==> src/rtl/ram_quad_pkg.sv <==
// rtl/ram_quad_pkg.sv - shared constants and types for the four-lane RAM arbiter
//
// Purpose : lane count, default read latency and the read-owner tag type used by
//           ram_quad_arb and rr_pick.
// Ports   : none (package).
// Config  : RAM_QUAD_ARB_RR_EN selects round-robin arbitration in rr_pick;
//           undefined gives fixed priority (lowest index wins).

package ram_quad_pkg;

  localparam int LANES      = 4;
  localparam int RD_LAT_DEF = 2;

  // Tags are sized for the largest supported requester count so one type
  // serves every REQ_N; the top only decodes the low $clog2(REQ_N) owner bits.
  localparam int REQ_N_MAX  = 8;
  localparam int OWN_W      = $clog2(REQ_N_MAX);

  typedef struct packed {
    logic             vld;
    logic [OWN_W-1:0] own;
  } tag_t;

endpackage

==> src/rtl/ram_quad_arb_rr_pick.sv <==
// rtl/ram_quad_arb_rr_pick.sv - requester selection for ram_quad_arb
//
// Purpose : produces a one-hot grant from the request vector in the same cycle.
//           With RAM_QUAD_ARB_RR_EN defined, the search starts one past the last
//           granted requester (round-robin) and a last_grant register is kept;
//           otherwise the lowest requesting index wins and no state exists.
// Ports   : clk_i    - clock
//           rst_n_i  - asynchronous active-low reset
//           req_i    - per-requester request level
//           gnt_o    - one-hot grant, combinational from req_i

module rr_pick #(
  parameter int REQ_N = 4
) (
  input  logic             clk_i,
  input  logic             rst_n_i,
  input  logic [REQ_N-1:0] req_i,
  output logic [REQ_N-1:0] gnt_o
);

  localparam int IDX_W = (REQ_N > 1) ? $clog2(REQ_N) : 1;

`ifdef RAM_QUAD_ARB_RR_EN

  logic [IDX_W-1:0] last_q;
  logic [IDX_W-1:0] last_d;
  logic [IDX_W-1:0] cand;
  logic             hit;
  int unsigned      sum;

  // Walk the REQ_N positions starting at last_q+1, wrapping at REQ_N; the
  // first requesting position wins. i = REQ_N lands back on last_q itself,
  // so a lone repeat requester is still served.
  always_comb begin
    gnt_o  = '0;
    last_d = last_q;
    hit    = 1'b0;
    cand   = '0;
    sum    = 0;
    for (int i = 1; i <= REQ_N; i++) begin
      sum  = int'(last_q) + i;
      cand = IDX_W'((sum >= REQ_N) ? sum - REQ_N : sum);
      if (!hit && req_i[cand]) begin
        hit         = 1'b1;
        gnt_o[cand] = 1'b1;
        last_d      = cand;
      end
    end
  end

  // Pointer moves only when something was granted, so idle cycles and
  // requests withdrawn before service leave the rotation untouched.
  always_ff @(posedge clk_i or negedge rst_n_i) begin
    if (!rst_n_i) begin
      last_q <= IDX_W'(REQ_N - 1);
    end else if (hit) begin
      last_q <= last_d;
    end
  end

`else

  logic hit;

  always_comb begin
    gnt_o = '0;
    hit   = 1'b0;
    for (int i = 0; i < REQ_N; i++) begin
      if (!hit && req_i[i]) begin
        hit      = 1'b1;
        gnt_o[i] = 1'b1;
      end
    end
  end

  // Fixed priority is stateless; clock and reset stay on the port list so
  // both builds share one instantiation.
  logic unused_clk_rst;
  assign unused_clk_rst = clk_i ^ rst_n_i;

`endif

endmodule

==> src/rtl/ram_quad_arb.sv <==
// rtl/ram_quad_arb.sv - N-requester arbiter onto one four-lane RAM port
//
// Purpose : grants one requester per cycle, steers its address / write enables /
//           write data onto the four RAM lanes, and tracks read ownership through
//           an RD_LAT-deep tag pipeline so returning data is flagged to its owner.
// Config  : RAM_QUAD_ARB_RR_EN defined -> round-robin, else fixed priority.
// Ports   : clk_i, rst_n_i       - clock, asynchronous active-low reset
//           req_i / gnt_o        - request levels / one-hot combinational grant
//           addr_i, wr_i, be_i,
//           wdata_i              - packed per-requester access fields
//           rdata_o / rvld_o     - shared read word / one-hot owner of that word
//           ram_addr_o, ram_wr_o,
//           ram_wdata_o          - per-lane RAM port drive
//           ram_rdata_i          - per-lane RAM read data

module ram_quad_arb
  import ram_quad_pkg::*;
#(
  parameter int REQ_N  = 4,
  parameter int ADDR_W = 13,
  parameter int LANE_W = 8,
  parameter int RD_LAT = RD_LAT_DEF
) (
  input  logic                          clk_i,
  input  logic                          rst_n_i,
  input  logic [REQ_N-1:0]              req_i,
  output logic [REQ_N-1:0]              gnt_o,
  input  logic [REQ_N*ADDR_W-1:0]       addr_i,
  input  logic [REQ_N-1:0]              wr_i,
  input  logic [REQ_N*LANES-1:0]        be_i,
  input  logic [REQ_N*LANES*LANE_W-1:0] wdata_i,
  output logic [LANES*LANE_W-1:0]       rdata_o,
  output logic [REQ_N-1:0]              rvld_o,
  output logic [ADDR_W-1:0]             ram_addr_o  [LANES],
  output logic [LANES-1:0]              ram_wr_o,
  output logic [LANE_W-1:0]             ram_wdata_o [LANES],
  input  logic [LANE_W-1:0]             ram_rdata_i [LANES]
);

  localparam int IDX_W  = (REQ_N > 1) ? $clog2(REQ_N) : 1;
  localparam int WORD_W = LANES * LANE_W;

  // Unpack the flat requester buses once so the grant mux is a plain index.
  logic [ADDR_W-1:0] addr_arr  [REQ_N];
  logic [LANES-1:0]  be_arr    [REQ_N];
  logic [WORD_W-1:0] wdata_arr [REQ_N];

  for (genvar k = 0; k < REQ_N; k++) begin : g_unpack
    assign addr_arr[k]  = addr_i[k*ADDR_W +: ADDR_W];
    assign be_arr[k]    = be_i[k*LANES +: LANES];
    assign wdata_arr[k] = wdata_i[k*WORD_W +: WORD_W];
  end

  // Selection
  logic [REQ_N-1:0] pick_gnt;

  rr_pick #(
    .REQ_N (REQ_N)
  ) u_rr_pick (
    .clk_i   (clk_i),
    .rst_n_i (rst_n_i),
    .req_i   (req_i),
    .gnt_o   (pick_gnt)
  );

  // The grant path is combinational from req_i, so it must be forced quiet
  // while reset is asserted rather than relying on registered state.
  assign gnt_o = rst_n_i ? pick_gnt : '0;

  logic             gnt_any;
  logic [IDX_W-1:0] gnt_idx;

  always_comb begin
    gnt_any = |gnt_o;
    gnt_idx = '0;
    for (int i = 0; i < REQ_N; i++) begin
      if (gnt_o[i]) begin
        gnt_idx = IDX_W'(i);
      end
    end
  end

  // RAM port drive
  logic              sel_wr;
  logic [ADDR_W-1:0] sel_addr;
  logic [LANES-1:0]  sel_be;
  logic [WORD_W-1:0] sel_wdata;

  always_comb begin
    sel_wr    = wr_i[gnt_idx];
    sel_addr  = addr_arr[gnt_idx];
    sel_be    = be_arr[gnt_idx];
    sel_wdata = wdata_arr[gnt_idx];
    for (int n = 0; n < LANES; n++) begin
      ram_addr_o[n]  = gnt_any ? sel_addr : '0;
      // A write with all byte enables low still takes the grant slot but
      // leaves every lane's write enable low.
      ram_wr_o[n]    = gnt_any & sel_wr & sel_be[n];
      ram_wdata_o[n] = sel_wdata[n*LANE_W +: LANE_W];
    end
  end

  // Read data is a straight lane concatenation; rvld_o says who owns it.
  always_comb begin
    rdata_o = '0;
    for (int n = 0; n < LANES; n++) begin
      rdata_o[n*LANE_W +: LANE_W] = ram_rdata_i[n];
    end
  end

  // Owner tags: one stage per clock of RAM latency. Write and idle slots enter
  // with vld = 0 so they never raise rvld_o at the far end.
  tag_t tag_in;
  tag_t tag_q [RD_LAT];

  always_comb begin
    tag_in     = '0;
    tag_in.vld = gnt_any & ~sel_wr;
    tag_in.own = OWN_W'(gnt_idx);
  end

  always_ff @(posedge clk_i or negedge rst_n_i) begin
    if (!rst_n_i) begin
      for (int s = 0; s < RD_LAT; s++) begin
        tag_q[s] <= '0;
      end
    end else begin
      tag_q[0] <= tag_in;
      for (int s = 1; s < RD_LAT; s++) begin
        tag_q[s] <= tag_q[s-1];
      end
    end
  end

  tag_t             tag_out;
  logic [IDX_W-1:0] own_idx;

  assign tag_out = tag_q[RD_LAT-1];
  assign own_idx = tag_out.own[IDX_W-1:0];

  always_comb begin
    rvld_o = '0;
    if (tag_out.vld) begin
      rvld_o[own_idx] = 1'b1;
    end
  end

  // Owner bits above IDX_W exist only because the tag is sized for REQ_N_MAX.
  logic unused_tag_bits;
  assign unused_tag_bits = ^tag_out;

endmodule

==> config.mk <==
export PLATFORM = sky130hd
export DESIGN_NAME = ram_quad_arb
export DESIGN_NICKNAME = d
export VERILOG_FILES = /design/src/rtl/ram_quad_pkg.sv /design/src/rtl/ram_quad_arb_rr_pick.sv /design/src/rtl/ram_quad_arb.sv
export SDC_FILE = /design/constraint.sdc
export NUM_CORES = 1
export LEC_CHECK = 0
export BUFFER_PORTS_ARGS = -buffer_cell sky130_fd_sc_hd__buf_4
export CAP_MARGIN = 20
export CORE_AREA = 2 2 142 144
export CTS_BUF_LIST = sky130_fd_sc_hd__clkbuf_4
export CTS_CLUSTER_DIAMETER = 60
export DETAILED_ROUTE_END_ITERATION = 10
export DIE_AREA = 0 0 144 146
export GPL_ROUTABILITY_DRIVEN = 0
export PLACE_DENSITY = 0.44
export SKIP_LAST_GASP = 1
export SLEW_MARGIN = 20
export SYNTH_ARGS = -nofsm -noshare
export SYNTH_HDL_FRONTEND = slang
export SYNTH_HIERARCHICAL = 1
export SYNTH_SLANG_ARGS = --single-unit
export TNS_END_PERCENT = 50
==> constraint.sdc <==
create_clock -name clk_i -period 2.6 [get_ports clk_i]
set_input_delay 0.39 -clock clk_i [delete_from_list [all_inputs] [get_ports clk_i]]
set_output_delay 0.39 -clock clk_i [all_outputs]
set_load 0.005 [all_outputs]
==> results.py <==
metrics = {
    "detailed_routing": {
        "routedWlPerCell_um": 14.5,
        "dr.pass1.iters": 4,
        "drc": 0,
        "dr.first_iter.drc_count": 70,
        "wl_mm": 12.5,
        "dr_total_vias": 3450,
        "via_per_inst": 4.02,
        "ant_nets": 0,
    },
    "clocking": {
        "cts-root-buf": "clkbuf_4",
        "cts_tree": "done",
        "clk-insertion-delay-late_ns": 0.24,
        "clk_pin_slew_ns": 0.04,
        "htreeDepth": 1,
        "numCtsBuffers": 3,
        "cts_hold_buf": 0,
        "cts_buffer_depth": 2,
        "cts.sinks": 6,
    },
    "global_routing": {
        "track_usage_pct": 11.1,
        "gr-total-overflow": 0,
        "antenna_found_initial": 0,
        "top_usage_layer": "met2",
        "met1_usage_pct": 12.3,
        "met3_usage_pct": 2.14,
        "use_met2_pct": 21.1,
        "first_global_vias": 3505,
        "grt_max_degree": 48,
        "grt_pass1_wl_mm": 18.7,
    },
    "floorplanning": {
        "ios": 366,
        "initial_utilization_pct": 12.7,
        "die_width_um": 144,
        "die_area_sq_um": 21000,
        "core_area_sq_um": 19300,
        "row_count": 51,
        "die_y_um": 146,
    },
    "critical_path": {
        "start_kind": "input port",
        "worstPathArrival_ns": 2.03,
        "worstPathRequired_ns": 2.21,
        "path_class": "input port to output pin",
        "cp_max_fo": 37,
        "r2r-end": "tag_out[3]",
        "reg2reg_slack_ns": 2.13,
        "crit_path_end_kind": "output pin",
        "r2r-start": "tag_q[7]",
        "r2r_cells": 0,
    },
    "timing": {
        "max-slew-margin-rel_pct": 60.3,
        "drv_slew": 0,
        "tightest_slew_ns": 0.593,
        "clock_skew_ns": 0.00159,
        "min_period_over_period_pct": 92.9,
        "period_needed_ns": 2.42,
        "max_clock_freq_mhz": 414,
        "rsz0062_at_grt": "false",
        "tns_ns": 0,
        "final_hold_viol_count": 0,
        "setup_violations": 0,
    },
    "outcome": {
        "outcome": "finished clean",
    },
    "logic_synthesis": {
        "ys_warn_count": 6,
        "ys_async_sr_fraction_pct": 100,
        "synth.cell_area_sq_um": 2460,
        "synthDistinctLibCells": 36,
        "syn_nets": 615,
        "ys_seq_elements": 6,
        "synth-main-ff-cell": "dfrtp_1",
        "synth_area_per_cell_sq_um": 6.53,
        "syn_inst": 377,
        "synth_edf_count": 0,
        "synth-seq-area-share_pct": 6.09,
    },
    "cells_and_area": {
        "syn2layout_area_growth_pct": 86.2,
        "diodes": 0,
        "drive_above_1_share_pct": 55.4,
        "most-common-layout-cells": "buf_4, nand2_1, o31ai_1",
        "final_common_cell": "buf_4",
        "layout.nets": 834,
        "fin_util_pct": 23.7,
    },
    "place": {
        "place.port_buffers": 301,
        "place_hpwl_mm": 10.5,
    },
    "power_and_ir_drop": {
        "powerDensity_nw_per_um2": 195,
        "irDropWorstVdd_mv": 0.0655,
        "power.leakage_nw": 2.20,
    },
    "min_path": {
        "min_path_type": "input port to async pin",
    },
    "flow_run": {
        "maxCapViolCount": 0,
    },
}
## logic make-up (layout without fill, tap and decap cells)
family | Yosys count | count (layout) | synth area share [%]
buf+inv | 109 | 326 | 29.5
compound gates | 139 | 139 | 36.0
simple gates | 110 | 110 | 23.2
flops | 6 | 6 | 6.09
mux | 13 | 13 | 5.28
## worst max path at each step
stage	slack [ns]	end	startpoint	depth (start not counted)
after floorplan	0.37	ram_addr_o[13]	req_i[1]	6
after global placement	0.15	ram_wdata_o[26]	req_i[0]	8
after detailed placement	0.14	ram_addr_o[39]	req_i[0]	7
after CTS	0.13	ram_addr_o[20]	req_i[0]	7
after global routing	0.05	ram_addr_o[48]	req_i[0]	9
final	0.18	ram_addr_o[29]	req_i[0]	9
## power breakdown
part,switching [W],internal [W]
clock,0.0000317,0.0000521
combinational,0.000269,0.000441
sequential,0.00000255,0.0000987
total,0.000304,0.000592
## cell type report
type / count / area, sq um
Sequential cell: 6 / 150
Timing Repair Buffer: 317 / 2440
Fill cell: 2214 / 14700
Multi-Input combinational cell: 262 / 1620
Tap cell: 265 / 332
Inverter: 6 / 22.5
Clock buffer: 3 / 22.5
## state kept, by name (all words and copies together), names as in the netlist
name     flops
tag_q        3
own_idx      2
tag_out      1
## metal layers
metal	part of all wire [%]	vias up	wire length, um
li1	-	1711	-
met1	38	1521	4700
met2	52	192	6440
met3	8.5	26	1060
met4	2.3	0	283
met5	0	-	0
## worst max-delay path, stage by stage
cell     delay (ns)
buf_4          0.15
nor4b_4        0.31
buf_4          0.30
buf_12         0.22
nand2_1        0.07
o21ai_0        0.07
nand2_1        0.08
o21ai_1        0.21
buf_4          0.18
## repair_timing
action | in CTS | in global routing
gates resized for setup | 0 | 3
buffers inserted | 0 | 1
endpoints found under the setup margin | 0 | 30
## per-stage QoR
step	hold slack, ns	area [sq um]	std cells	total power (W)	setup WS (ns)
finish	0.263	4590	859	0.000895	0.184
global route	0.282	4590	859	0.000973	0.0491
CTS	0.255	4550	858	0.000901	0.130
detailed placement	0.336	4530	855	0.000811	0.137
global placement	0.334	4530	855	0.000814	0.150
floorplan	0.0944	2460	377	0.000436	0.365
## cell usage after synthesis, types with 2 or more instances
cell,number,area (sq um)
nand3_1,4,20.0
nand3b_1,2,15.0
a21oi_1,31,155
clkbuf_1,12,45.0
o211ai_1,5,37.5
inv_1,5,18.8
buf_4,75,563
nor2b_1,2,12.5
a21boi_1,4,30.0
o221ai_1,5,43.8
nand2b_1,31,194
nor2_1,3,11.3
o22ai_1,31,194
nand2_1,50,188
nor3b_1,2,15.0
and2_1,10,62.6
mux2i_1,13,130
o21ai_0,16,80.1
buf_2,11,55.1
a31oi_1,2,12.5
dfrtp_1,6,150
buf_1,2,7.51
o31ai_1,32,240
o21ai_1,9,45.0
buf_6,3,33.8
No activity file was read; power rests on OpenSTA's default activity.
